## src/rtl/uart_rx_engine.sv

```systemverilog
// UART receiver: synchronizes Rx_i, oversamples 8x on AcqSig_i, majority-votes
// each bit and reports data/parity/frame/overrun status to the host.
// Ports: clk, rst (sync, active-high), AcqSig_i tick, RxEn_i, Rx_i line,
//   ParityEn_i/ParityOdd_i config, RxRead_i host ack; RxData_o word,
//   RxReady_o, RxValid_o, ParityErr_o, FrameErr_o, Overrun_o, Busy_o status.
module uart_rx_engine #(
  parameter int DATA_BITS   = 8,
  parameter int SYNC_STAGES = 2
) (
  input  logic       clk,
  input  logic       rst,
  input  logic       AcqSig_i,
  input  logic       RxEn_i,
  input  logic       Rx_i,
  input  logic       ParityEn_i,
  input  logic       ParityOdd_i,
  input  logic       RxRead_i,
  output logic [7:0] RxData_o,
  output logic       RxReady_o,
  output logic       RxValid_o,
  output logic       ParityErr_o,
  output logic       FrameErr_o,
  output logic       Overrun_o,
  output logic       Busy_o
);

  typedef enum logic [2:0] {
    IDLE, START, DATA, PARITY, STOP, BREAK
  } state_t;

  state_t                 state;
  logic [SYNC_STAGES-1:0] sync_q;
  logic                   line;
  logic [2:0]             tick;
  logic [2:0]             bit_cnt;
  logic                   s3, s4;
  logic                   maj;
  logic [DATA_BITS-1:0]   shreg;
  logic [7:0]             word;
  logic                   par_en, par_odd;
  logic                   perr_q;

  always_ff @(posedge clk) begin
    if (rst) sync_q <= '1;
    else     sync_q <= {sync_q[SYNC_STAGES-2:0], Rx_i};
  end

  assign line = sync_q[SYNC_STAGES-1];

  // Majority of samples at ticks 3, 4 and the current tick 5.
  assign maj = (s3 & s4) | (s3 & line) | (s4 & line);

  always_comb begin
    word = '0;
    word[DATA_BITS-1:0] = shreg;
  end

  assign Busy_o = (state != IDLE);

  always_ff @(posedge clk) begin
    if (rst) begin
      state       <= IDLE;
      tick        <= '0;
      bit_cnt     <= '0;
      s3          <= 1'b1;
      s4          <= 1'b1;
      shreg       <= '0;
      par_en      <= 1'b0;
      par_odd     <= 1'b0;
      perr_q      <= 1'b0;
      RxData_o    <= '0;
      RxReady_o   <= 1'b0;
      RxValid_o   <= 1'b0;
      ParityErr_o <= 1'b0;
      FrameErr_o  <= 1'b0;
      Overrun_o   <= 1'b0;
    end else begin
      RxValid_o <= 1'b0;
      if (RxRead_i) begin
        RxReady_o <= 1'b0;
        Overrun_o <= 1'b0;
      end
      if (!RxEn_i) begin
        state   <= IDLE;
        tick    <= '0;
        bit_cnt <= '0;
      end else if (AcqSig_i) begin
        if (state != IDLE && state != BREAK)
          tick <= tick + 3'd1;
        if (tick == 3'd3) s3 <= line;
        if (tick == 3'd4) s4 <= line;
        unique case (state)
          IDLE: begin
            tick <= '0;
            if (!line) state <= START;
          end
          START: begin
            if (tick == 3'd5 && maj) begin
              state <= IDLE;
              tick  <= '0;
            end else if (tick == 3'd7) begin
              state   <= DATA;
              bit_cnt <= '0;
              par_en  <= ParityEn_i;
              par_odd <= ParityOdd_i;
              perr_q  <= 1'b0;
            end
          end
          DATA: begin
            if (tick == 3'd5)
              shreg <= {maj, shreg[DATA_BITS-1:1]};
            if (tick == 3'd7) begin
              if (bit_cnt == 3'(DATA_BITS - 1))
                state <= par_en ? PARITY : STOP;
              else
                bit_cnt <= bit_cnt + 3'd1;
            end
          end
          PARITY: begin
            if (tick == 3'd5)
              perr_q <= maj ^ (^shreg) ^ par_odd;
            if (tick == 3'd7)
              state <= STOP;
          end
          STOP: begin
            if (tick == 3'd5) begin
              RxData_o    <= word;
              RxValid_o   <= 1'b1;
              RxReady_o   <= 1'b1;
              ParityErr_o <= par_en & perr_q;
              FrameErr_o  <= ~maj;
              if (RxReady_o && !RxRead_i)
                Overrun_o <= 1'b1;
              tick  <= '0;
              state <= (!maj && shreg == '0) ? BREAK : IDLE;
            end
          end
          BREAK: begin
            tick <= '0;
            if (line) state <= IDLE;
          end
          default: state <= IDLE;
        endcase
      end
    end
  end

endmodule

```

## config.mk

```make
export PLATFORM = sky130hd
export DESIGN_NAME = uart_rx_engine
export DESIGN_NICKNAME = d
export VERILOG_FILES = /design/src/rtl/uart_rx_engine.sv
export SDC_FILE = /design/constraint.sdc
export NUM_CORES = 1
export LEC_CHECK = 0
export CAP_MARGIN = 20
export CELL_PAD_IN_SITES_DETAIL_PLACEMENT = 0
export CELL_PAD_IN_SITES_GLOBAL_PLACEMENT = 1
export CORE_ASPECT_RATIO = 1.75
export CORE_MARGIN = 3
export CORE_UTILIZATION = 38
export CTS_CLUSTER_DIAMETER = 100
export DETAILED_ROUTE_END_ITERATION = 10
export PLACE_DENSITY_LB_ADDON = 0.1
export RECOVER_POWER = 25
export SLEW_MARGIN = 10
export SYNTH_ARGS = -nofsm -noshare
export SYNTH_HDL_FRONTEND = slang
export SYNTH_SLANG_ARGS = --single-unit
export TNS_END_PERCENT = 30
```

## constraint.sdc

```tcl
create_clock -name clk -period 1.78 [get_ports clk]
set_clock_uncertainty 0.15 [all_clocks]
set_input_delay 0.534 -clock clk [delete_from_list [all_inputs] [get_ports clk]]
set_output_delay 0.534 -clock clk [all_outputs]
set_load 0.01 [all_outputs]
```

==> results.cfg <==
[timing]
layout_setup_ws_ns = -0.1470
finalCritPeriodShare_pct = 108.3
final.min_clock_period_ns = 1.927
slew_headroom_pct = 64.33
hold_violations = 0
setup_violations = 24
slew_violations = 0
worst_slew_pin_slew_ns = 0.5351
fmax_ghz = 0.5189
rsz0062_at_grt = yes

[drt]
first_iter_violations = 46
wirelength_um = 4896
ant_nets = 0
vias = 1667
dr.pass1.iters = 4
drc = 0
vias_per_cell = 5.395
avgRoutedWirePerCell_um = 15.84

[final_layout]
final_cell_mix = 31 x dfxtp_1, 30 x buf_4, 23 x nand2_1
finalNonFillerCells = 309
area_delta_synth_final_pct = 33.64
antenna_cells = 0
fin_util_pct = 53.22
drive_gt1_share_pct = 31.13
final_common_cell = dfxtp_1
final_net_count = 275

[yosys]
synth_edf_count = 0
syn_nets = 225
ys_async_sr_fraction_pct = 0
synth_area_sq_um = 1874
ys_seq_area_share_pct = 39.52
ys_ff_latch = 37
synth_warnings = 0
synth_cell_types = 53
synth_ff_type = dfxtp_1
synth.avg_cell_area_sq_um = 9.099
syn_inst = 206

[clock_tree]
numCtsBuffers = 5
tritoncts = built
clk_latency_ns = 0.28
ctsRootBufferMaster = clkbuf_8
clk_pin_slew_worst_paths_ns = 0.07
numClockSinks = 37
clockBufferDepth = 2
ctsHoldBuffers = 0
htree_levels = 2

[grt]
grt_pass1_wl_um = 8438
grt_antenna_before_repair = 0
grt-ovfl-total = 0
grt_usage_pct = 18.81
grt_max_degree = 28
grt_pass1_vias = 1800

[critical_path]
cp.arrival_ns = 1.95
crit_type = reg -> reg
r2r_start = tick[1]
crit_top_cell = ha_4
startpoint = tick[1]
crit_required_ns = 1.80
start_kind = flop
worstSetupEndpointType = flop
path_buf_inv = 0
path_cells = ha_4, ha_4, and3_4, nor4_2, or4_4, o221a_1
crit_fanout = 4
slowest_delay_ns = 0.50
path_depth = 6
ff2ff_setup_slack_ns = -0.15
ff2ff_path_depth = 6
cp_slowest_cell = or4_4
cp_top_family = simple AND/OR/NAND/NOR gates

[power_and_ir_drop]
ir_drop_v = 0.0006200
power_frac_comb_pct = 4.9
p_clk_share_pct = 38.4
p_sw_share_pct = 22.49
p_leak_nw = 1.076
seq_power_share_pct = 56.6
power.density_nw_per_um2 = 583.4
power.internal_mw = 1.133
switchingPower_mw = 0.3287
power_mw = 1.461

[worst_hold_path]
whs_path_depth = 1
min_path_type = reg -> reg
hp-start = sync_q[0]

[placed_design]
dp_hpwl_um = 3761
gp_congestion = 0.8378
place_inst = 299
post-place-ws_ns = -0.6221
port_buffers = 21

[floorplan]
pin_count = 22
dieWidth_um = 59.09
die-area_sq_um = 5844
fp-row-count = 33
coreArea_sq_um = 4707
initial_utilization_pct = 39.82
die_y_um = 98.91

[status]
status = complete, but fails checks
violations = negative setup slack

[job]
drv_cap = 0
==> final cells by class <==
| type | instances | area, sq um |
|---|---|---|
| Clock buffer | 6 | 72.57 |
| Clock inverter | 2 | 10.01 |
| Fill cell | 484 | 2202 |
| Inverter | 17 | 66.31 |
| Multi-Input combinational cell | 142 | 1111 |
| Sequential cell | 37 | 755.7 |
| Tap cell | 52 | 65.06 |
| Timing Repair Buffer | 53 | 424.2 |
==> state kept, by name, indices dropped and copies added (netlist names) <==
signal and flops:
tick 3, bit_cnt 3, RxData_o 8, Overrun_o 1, perr_q 1, par_odd 1
FrameErr_o 1, ParityErr_o 1, RxReady_o 1, par_en 1, sync_q 2, s3 1
state 3, shreg 8, RxValid_o 1, s4 1
==> cell families (layout without fill, tap and decap cells) <==
| kind of cell | count (synthesis) | count (layout) | synth area share [%] |
|---|---|---|---|
| XOR/XNOR | 7 | 7 | 3.271 |
| flip-flops | 37 | 37 | 39.52 |
| buffers and inverters | 27 | 78 | 6.742 |
| multiplexers | 11 | 11 | 5.875 |
| AND/OR/NAND/NOR | 72 | 72 | 20.63 |
| AO/OA/AOI/OAI | 40 | 40 | 15.89 |
| adder cells (fa/ha/maj) | 12 | 12 | 8.077 |
==> power by group through the flow <==
| stage | Combinational, mW | Sequential, mW | Clock [mW] |
|---|---|---|---|
| 2_1_floorplan | 0.0352 | 0.850 | 0 |
| 3_3_place_gp | 0.0715 | 0.851 | 0 |
| 3_5_place_dp | 0.0736 | 0.851 | 0 |
| 4_1_cts | 0.0729 | 0.830 | 0.586 |
| 5_1_grt | 0.0796 | 0.827 | 0.624 |
| 6_report | 0.0720 | 0.828 | 0.562 |
==> path summary, 6_finish.rpt <==
check,endpoint
worst max register to register,state[2]
worst min register to register,sync_q[1]
worst max-delay path,state[2]
worst min-delay path,sync_q[1]
==> routing by layer <==
layer	GRT usage [%]	vias up	share of wire (%)
met3	3.539	10	2.7
met2	36.46	32	60
met5	0	-	0
met1	18.06	806	36
met4	8.028	0	2.0
li1	-	819	-
==> cell usage after synthesis, types with 2 or more instances <==
| master | number | area (sq um) |
|---|---|---|
| nand3_1 | 4 | 20.02 |
| or2_2 | 5 | 31.28 |
| a221oi_1 | 2 | 17.52 |
| buf_6 | 2 | 22.52 |
| o31ai_1 | 2 | 15.01 |
| inv_1 | 15 | 56.30 |
| dfxtp_1 | 37 | 740.7 |
| nand4_1 | 3 | 18.77 |
| o211ai_1 | 2 | 15.01 |
| clkbuf_1 | 4 | 15.01 |
| nor3_1 | 4 | 20.02 |
| buf_2 | 3 | 15.01 |
| or3_1 | 2 | 12.51 |
| nand2_1 | 23 | 86.33 |
| mux2i_1 | 11 | 110.1 |
| a21oi_1 | 15 | 75.07 |
| and2_1 | 2 | 12.51 |
| o41ai_1 | 3 | 26.28 |
| ha_1 | 11 | 137.6 |
| nor2_1 | 16 | 60.06 |
| xnor2_1 | 4 | 35.03 |
| o21ai_0 | 2 | 10.01 |
| or4_4 | 2 | 22.52 |
| xor2_1 | 3 | 26.28 |
==> through the flow <==
step / hold WS [ns] / TNS [ns] / instance area (sq um)
CTS: 0.2611 / -1.733 / 2489
global placement: 0.2437 / -15.26 / 2364
floorplan: 0.2395 / -0.2185 / 1933
detailed placement: 0.2437 / -15.64 / 2364
finish: 0.2595 / -0.9352 / 2505
global route: 0.2673 / -3.895 / 2505
==> repair_timing <==
action / in CTS / in global routing
gates cloned: 0 / 0
gates resized for setup: 29 / 9
buffers inserted: 2 / 0
pin swaps: 4 / 4
setup endpoints to repair: 44 / 33
Power figures use the tool's default switching activity.
